### config.mk
export PLATFORM = sky130hd
export DESIGN_NAME = mem_arbiter_flat
export DESIGN_NICKNAME = d
export VERILOG_FILES = /design/src/rtl/mem_arbiter_if.sv /design/src/rtl/mem_arbiter.sv /design/src/flat_wrapper.sv
export SDC_FILE = /design/constraint.sdc
export NUM_CORES = 1
export LEC_CHECK = 0
export BUFFER_PORTS_ARGS = -buffer_cell sky130_fd_sc_hd__buf_4
export CAP_MARGIN = 20
export CORE_AREA = 2 2 103 105
export CTS_BUF_LIST = sky130_fd_sc_hd__clkbuf_4 sky130_fd_sc_hd__clkbuf_8
export DETAILED_ROUTE_END_ITERATION = 10
export DIE_AREA = 0 0 105 107
export PLACE_DENSITY = 0.8
export SLEW_MARGIN = 20
export SYNTH_ARGS = -nofsm -noshare
export SYNTH_HDL_FRONTEND = slang
export SYNTH_SLANG_ARGS = --single-unit
### constraint.sdc
create_clock -name clk -period 4.2 [get_ports clk]
set_clock_uncertainty 0.1 [all_clocks]
set_input_delay 0.42 -clock clk [delete_from_list [all_inputs] [get_ports clk]]
set_output_delay 0.42 -clock clk [all_outputs]
set_load 0.005 [all_outputs]
### src/rtl/mem_arbiter_if.sv
// Bus bundle between the fetch/data requesters, the arbiter and the memory.
// The arbiter takes the slave view; the surrounding environment (requesters
// plus memory instance) takes the master view.
interface mem_arbiter_if #(
  parameter int AW = 32,
  parameter int DW = 32
);
  // Fetch port
  logic          if_req;
  logic [AW-1:0] if_addr;
  logic          if_gnt;
  logic          if_rvalid;
  logic [DW-1:0] if_rdata;

  // Data load/store port
  logic          d_req;
  logic          d_we;
  logic [AW-1:0] d_addr;
  logic [DW-1:0] d_wdata;
  logic          d_gnt;
  logic          d_rvalid;
  logic [DW-1:0] d_rdata;

  // Memory port
  logic          m_ren;
  logic          m_wen;
  logic [AW-1:0] m_addr;
  logic [DW-1:0] m_wdata;
  logic [DW-1:0] m_rdata;

  modport slave (
    input  if_req, if_addr, d_req, d_we, d_addr, d_wdata, m_rdata,
    output if_gnt, if_rvalid, if_rdata, d_gnt, d_rvalid, d_rdata,
    output m_ren, m_wen, m_addr, m_wdata
  );

  modport master (
    output if_req, if_addr, d_req, d_we, d_addr, d_wdata, m_rdata,
    input  if_gnt, if_rvalid, if_rdata, d_gnt, d_rvalid, d_rdata,
    input  m_ren, m_wen, m_addr, m_wdata
  );
endinterface

### src/rtl/mem_arbiter.sv
// Round-robin arbiter sharing one memory port between instruction fetch and
// data load/store. One transaction in flight at a time; reads wait a fixed
// MEM_LAT cycles and the returned word is steered back to the issuing port.
module mem_arbiter #(
  parameter int MEM_LAT = 2,
  parameter int AW      = 32,
  parameter int DW      = 32
) (
  input  logic         clk,
  input  logic         rst,
  mem_arbiter_if.slave bus
);

  localparam int CNT_W = 4;
  localparam logic [CNT_W-1:0] LAT_LOAD = CNT_W'(MEM_LAT);

  typedef enum logic {
    IDLE,
    RD_WAIT
  } state_t;

  typedef enum logic {
    OWN_IF,
    OWN_D
  } port_t;

  state_t           state;
  port_t            last_gnt;
  port_t            owner;
  logic [CNT_W-1:0] cnt;

  logic             gnt_if;
  logic             gnt_d;
  logic             d_write;
  logic [AW-1:0]    issue_addr;
  logic [DW-1:0]    issue_wdata;

  logic             if_rvalid_q;
  logic             d_rvalid_q;
  logic [DW-1:0]    if_rdata_q;
  logic [DW-1:0]    d_rdata_q;

  // Same-cycle grant: only in IDLE and never while reset is asserted; on a
  // tie the port that did not win last time gets the memory.
  always_comb begin
    gnt_if = 1'b0;
    gnt_d  = 1'b0;
    if (!rst && state == IDLE) begin
      if (bus.if_req && (!bus.d_req || last_gnt == OWN_D)) begin
        gnt_if = 1'b1;
      end else if (bus.d_req) begin
        gnt_d = 1'b1;
      end
    end
  end

  // Drive the memory port from whichever requester was granted this cycle.
  always_comb begin
    d_write     = gnt_d && bus.d_we;
    issue_addr  = '0;
    issue_wdata = '0;
    if (gnt_if) begin
      issue_addr = bus.if_addr;
    end else if (gnt_d) begin
      issue_addr = bus.d_addr;
    end
    if (d_write) begin
      issue_wdata = bus.d_wdata;
    end
  end

  assign bus.if_gnt    = gnt_if;
  assign bus.d_gnt     = gnt_d;
  assign bus.m_ren     = gnt_if || (gnt_d && !bus.d_we);
  assign bus.m_wen     = d_write;
  assign bus.m_addr    = issue_addr;
  assign bus.m_wdata   = issue_wdata;
  assign bus.if_rvalid = if_rvalid_q;
  assign bus.if_rdata  = if_rdata_q;
  assign bus.d_rvalid  = d_rvalid_q;
  assign bus.d_rdata   = d_rdata_q;

  // Control FSM: records grant history and read ownership, counts down the
  // memory latency and captures the returned word into the owner's register.
  always_ff @(posedge clk or posedge rst) begin
    if (rst) begin
      state       <= IDLE;
      last_gnt    <= OWN_D;
      owner       <= OWN_IF;
      cnt         <= '0;
      if_rvalid_q <= 1'b0;
      d_rvalid_q  <= 1'b0;
      if_rdata_q  <= '0;
      d_rdata_q   <= '0;
    end else begin
      if_rvalid_q <= 1'b0;
      d_rvalid_q  <= 1'b0;
      case (state)
        IDLE: begin
          if (gnt_if) begin
            last_gnt <= OWN_IF;
            owner    <= OWN_IF;
            cnt      <= LAT_LOAD;
            state    <= RD_WAIT;
          end else if (gnt_d) begin
            last_gnt <= OWN_D;
            // Writes finish at the grant edge; only reads occupy the port.
            if (!bus.d_we) begin
              owner <= OWN_D;
              cnt   <= LAT_LOAD;
              state <= RD_WAIT;
            end
          end
        end
        RD_WAIT: begin
          // cnt reaches 1 in the cycle the memory presents the read word.
          if (cnt == CNT_W'(1)) begin
            cnt   <= '0;
            state <= IDLE;
            if (owner == OWN_IF) begin
              if_rdata_q  <= bus.m_rdata;
              if_rvalid_q <= 1'b1;
            end else begin
              d_rdata_q  <= bus.m_rdata;
              d_rvalid_q <= 1'b1;
            end
          end else begin
            cnt <= cnt - CNT_W'(1);
          end
        end
        default: begin
          state <= IDLE;
        end
      endcase
    end
  end

endmodule
### src/flat_wrapper.sv
// flat-port wrapper written by rule: the top's interface ports become plain ports
module mem_arbiter_flat 
#(
  parameter int MEM_LAT = 2,
  parameter int AW      = 32,
  parameter int DW      = 32
)
  (clk, rst, bus_if_req, bus_if_addr, bus_d_req, bus_d_we, bus_d_addr, bus_d_wdata, bus_m_rdata, bus_if_gnt, bus_if_rvalid, bus_if_rdata, bus_d_gnt, bus_d_rvalid, bus_d_rdata, bus_m_ren, bus_m_wen, bus_m_addr, bus_m_wdata);
  mem_arbiter_if #(.AW(AW), .DW(DW)) bus_i ();
  input  logic clk;
  input  logic rst;
  input wire logic [$bits(bus_i.if_req)-1:0] bus_if_req;
  input wire logic [$bits(bus_i.if_addr)-1:0] bus_if_addr;
  input wire logic [$bits(bus_i.d_req)-1:0] bus_d_req;
  input wire logic [$bits(bus_i.d_we)-1:0] bus_d_we;
  input wire logic [$bits(bus_i.d_addr)-1:0] bus_d_addr;
  input wire logic [$bits(bus_i.d_wdata)-1:0] bus_d_wdata;
  input wire logic [$bits(bus_i.m_rdata)-1:0] bus_m_rdata;
  output wire logic [$bits(bus_i.if_gnt)-1:0] bus_if_gnt;
  output wire logic [$bits(bus_i.if_rvalid)-1:0] bus_if_rvalid;
  output wire logic [$bits(bus_i.if_rdata)-1:0] bus_if_rdata;
  output wire logic [$bits(bus_i.d_gnt)-1:0] bus_d_gnt;
  output wire logic [$bits(bus_i.d_rvalid)-1:0] bus_d_rvalid;
  output wire logic [$bits(bus_i.d_rdata)-1:0] bus_d_rdata;
  output wire logic [$bits(bus_i.m_ren)-1:0] bus_m_ren;
  output wire logic [$bits(bus_i.m_wen)-1:0] bus_m_wen;
  output wire logic [$bits(bus_i.m_addr)-1:0] bus_m_addr;
  output wire logic [$bits(bus_i.m_wdata)-1:0] bus_m_wdata;
  assign bus_i.if_req = bus_if_req;
  assign bus_i.if_addr = bus_if_addr;
  assign bus_i.d_req = bus_d_req;
  assign bus_i.d_we = bus_d_we;
  assign bus_i.d_addr = bus_d_addr;
  assign bus_i.d_wdata = bus_d_wdata;
  assign bus_i.m_rdata = bus_m_rdata;
  assign bus_if_gnt = bus_i.if_gnt;
  assign bus_if_rvalid = bus_i.if_rvalid;
  assign bus_if_rdata = bus_i.if_rdata;
  assign bus_d_gnt = bus_i.d_gnt;
  assign bus_d_rvalid = bus_i.d_rvalid;
  assign bus_d_rdata = bus_i.d_rdata;
  assign bus_m_ren = bus_i.m_ren;
  assign bus_m_wen = bus_i.m_wen;
  assign bus_m_addr = bus_i.m_addr;
  assign bus_m_wdata = bus_i.m_wdata;
  mem_arbiter #(.MEM_LAT(MEM_LAT), .AW(AW), .DW(DW)) u_core (.clk(clk), .rst(rst), .bus(bus_i));
endmodule
==> flow_summary.toml <==
[run_status]
status = "finished, final reports clean"

[detailed_routing]
dr.first_iter.drc_count = 156
route.detailed.wl_per_inst_um = 17.8
via_count = 3134
finalWirelength_um = 11800
route.antenna.remaining_nets = 0
routed_via_density = 4.73
drt_drc_violations_left = 0
drt_first_pass_iters = 4

[synth]
synth_area_um2 = 3550
yosysWarningCount = 0
synth_sequential_area_ratio_pct = 51.5
syn-mean-instance-area_um2 = 13.7
netlist_instances = 259
synth_cell_type_count = 31
synth_seq_cells = 73
synthesis.nets = 394

[global_route]
use_met1_pct = 25.9
number_of_antenna_violations_at_the_first_check_in_global_routing = 0
grt.met3_usage_pct = 6.57
maximum_number_of_pins_on_one_net_before_global_route_repair = 74
first_global_vias = 3139
grt_pass1_wl_um = 17400
global_route_usage_over_all_layers_pct = 20.6
grt.met2_usage_pct = 33.9
grt-busiest-layer = "met2"
gr-total-overflow = 0

[clocking]
cts_root_buffer = "sky130_fd_sc_hd__clkbuf_8"
cts_num_sinks = 73
cts_made_buffers = 9
cts-resized-gates = 0
clock_insertion_delay_worst_skew_ns = 0.35
hold_buffers = 0
cts_setup_buffers = 0
cts.reportedPaths.clkPinSlew_ns = 0.08
cts.htree.levels = 3
clk_path_buf_depth = 2
tritoncts = "yes"

[timing]
setup_total_negative_slack_ns = 0
maxSlewHeadroom_pct = 40.1
timing_limited_maximum_frequency_ghz = 0.363
min_period_ns = 2.75
min_period_over_period_pct = 65.5
timing_max_transition_violations_final = 0
number_of_hold_slack_violations_in_the_final_timing_report = 0
fin_worst_hold_slack_ns = 0.147
finalSetupViolCount = 0
worst_pin_slew_ns = 0.899
grt_setup_unrepaired = "false"

[pwr]
net-switching-power_w = 0.000955
worst_ir_drop_vdd_mv = 0.249
power_per_cell_area_nw_per_um2 = 565
seq_power_share_pct = 39.1
switching_share_pct = 29.1
internal-power_w = 0.00232
cellLeakagePower_nw = 3.00
pwr-share-clk_pct = 17.1
comb_power_share_pct = 43.8

[die]
start_util_pct = 35.2
chipHeight_um = 107
design.core.area_um2 = 10100
die-area_um2 = 11200
floorplan.rows = 37
chipWidth_um = 105
num_io_pins = 267

[worst_setup_path]
cp.arrival_ns = 2.23
most_repeated_library_cell_on_the_critical_path = "sky130_fd_sc_hd__buf_4"
cp-end-kind = "primary output"
critical_path_required_ns = 3.68
worst_setup_path_start_kind = "flop"
critical_path.max_fanout = 22
critPathKind = "flop to primary output"
critPathSlowestCell = "sky130_fd_sc_hd__dfrtp_1"
worst_path_largest_cell_delay_ns = 0.52
crit_chain = "nor2_4, and3_1, buf_4, a22o_1, buf_4"

[placement]
place.gp.congestion = 0.752
post-dp-hpwl_um = 9600
port_buffers = 266
total_cell_area_at_the_placement_stage_um2 = 5600

[cells_and_area]
drive_above_1_share_pct = 67.1
antenna_diode_count = 0
layout_common_cells = "sky130_fd_sc_hd__buf_4, sky130_fd_sc_hd__dfrtp_1, sky130_fd_sc_hd__and2_1, sky130_fd_sc_hd__a22o_1, sky130_fd_sc_hd__mux2_2"
area_growth_syn_to_layout_pct = 63.5
finalNetCount = 656
multiInputGateArea_um2 = 1560
layout.cells.most_common = "sky130_fd_sc_hd__buf_4"
regArea_um2 = 1830
finalInstanceArea_um2 = 5810
fill_cells = 845

[worst_hold_path]
worstHoldPathType = "input port to flop"

[run]
cap_viol_max_count = 0
==> power by group through the flow <==
stage / sequential [W] / clock (W) / combinational [W]
after floorplan: 0.00127 / 0 / 0.000691
after global placement: 0.00127 / 0 / 0.00142
after detailed placement: 0.00129 / 0 / 0.00146
after CTS: 0.00128 / 0.000580 / 0.00146
after global routing: 0.00132 / 0.000610 / 0.00154
final: 0.00128 / 0.000561 / 0.00143
==> routing by layer <==
metal	vias up	part of all wire [%]	wire length, um
li1	1453	-	-
met5	-	0	0
met2	162	49	5790
met1	1510	42	4910
met3	9	8.0	940
met4	0	1.2	136
==> per-stage QoR <==
step / power, W / cells / utilization (%) / worst slack [ns]
floorplan: 0.00196 / 259 / - / 1.28
global placement: 0.00269 / 646 / 55.5 / 1.75
detailed placement: 0.00274 / 646 / 55.5 / 1.70
CTS: 0.00332 / 662 / 57.5 / 1.41
global route: 0.00347 / 662 / 57.5 / 1.31
finish: 0.00328 / 662 / 57.5 / 1.45
==> final cells by class <==
cell class | count | area share (%)
Sequential cell | 73 | 31.5
Inverter | 5 | 0.323
Tap cell | 136 | 2.93
Multi-Input combinational cell | 162 | 26.8
Clock buffer | 12 | 2.63
Clock inverter | 4 | 0.905
Timing Repair Buffer | 270 | 34.9
==> synth_stat cells, drive strengths merged <==
master	instances	area (um2)
o21ai	1	5.00
nand2	4	17.5
inv	5	18.8
mux2	66	852
dfstp	1	26.3
a22o	33	289
ha	2	25.0
o32a	1	10.0
nor2b	4	32.5
o31ai	1	7.51
and2	33	206
a31oi	2	12.5
a221oi	1	8.76
and4bb	1	16.3
nor3	3	15.0
nor2	4	22.5
and3	2	12.5
buf	17	139
and4	1	8.76
a21oi	2	10.0
dfrtp	72	1800
clkbuf	2	7.51
nand2b	1	6.26
==> logic make-up (layout without fill, tap and decap cells) <==
| group | after synthesis | in the layout | synth area share [%] |
|---|---|---|---|
| simple gates | 53 | 53 | 9.51 |
| mux | 66 | 66 | 24.0 |
| buf+inv | 24 | 291 | 4.65 |
| compound gates | 41 | 41 | 9.65 |
| flops | 73 | 73 | 51.5 |
| fa+ha+maj | 2 | 2 | 0.705 |
==> final timing paths <==
| check | start | end | slack (ns) | cells past startpoint |
|---|---|---|---|---|
| worst max-delay path | u_core.state$_DFF_PP0_ | bus_m_addr[25] | 1.45 | 5 |
| worst min-delay path | bus_if_req | u_core.last_gnt$_DFFE_PP1P_ | 0.15 | 2 |
| worst max register to register | u_core.cnt[1]$_DFFE_PP0P_ | u_core.bus.if_rdata[26]$_DFFE_PP0P_ | 1.67 | 6 |
| worst min register to register | u_core.bus.d_rdata[30]$_DFFE_PP0P_ | u_core.bus.d_rdata[30]$_DFFE_PP0P_ | 0.40 | 1 |
| max in group asynchronous | rst | u_core.bus.if_rdata[6]$_DFFE_PP0P_ | 3.11 | 3 |
| min in group asynchronous | rst | u_core.cnt[2]$_DFFE_PP0P_ | 0.30 | 3 |
==> sequential cells by signal, summed over array words and instances (netlist names) <==
register              cells
u_core.bus.d_rvalid       1
u_core.last_gnt           1
u_core.cnt                4
u_core.bus.if_rdata      32
u_core.bus.if_rvalid      1
u_core.owner              1
u_core.state              1
u_core.bus.d_rdata       32
==> worst max-delay path: cells and delay by family, from the launching register on <==
family                 cells  cell delay, ns
AND/OR/NAND/NOR            2            0.69
flip-flops                 1            0.52
buffers and inverters      2            0.46
AO/OA/AOI/OAI              1            0.20
(Power assumes the default switching activity.)
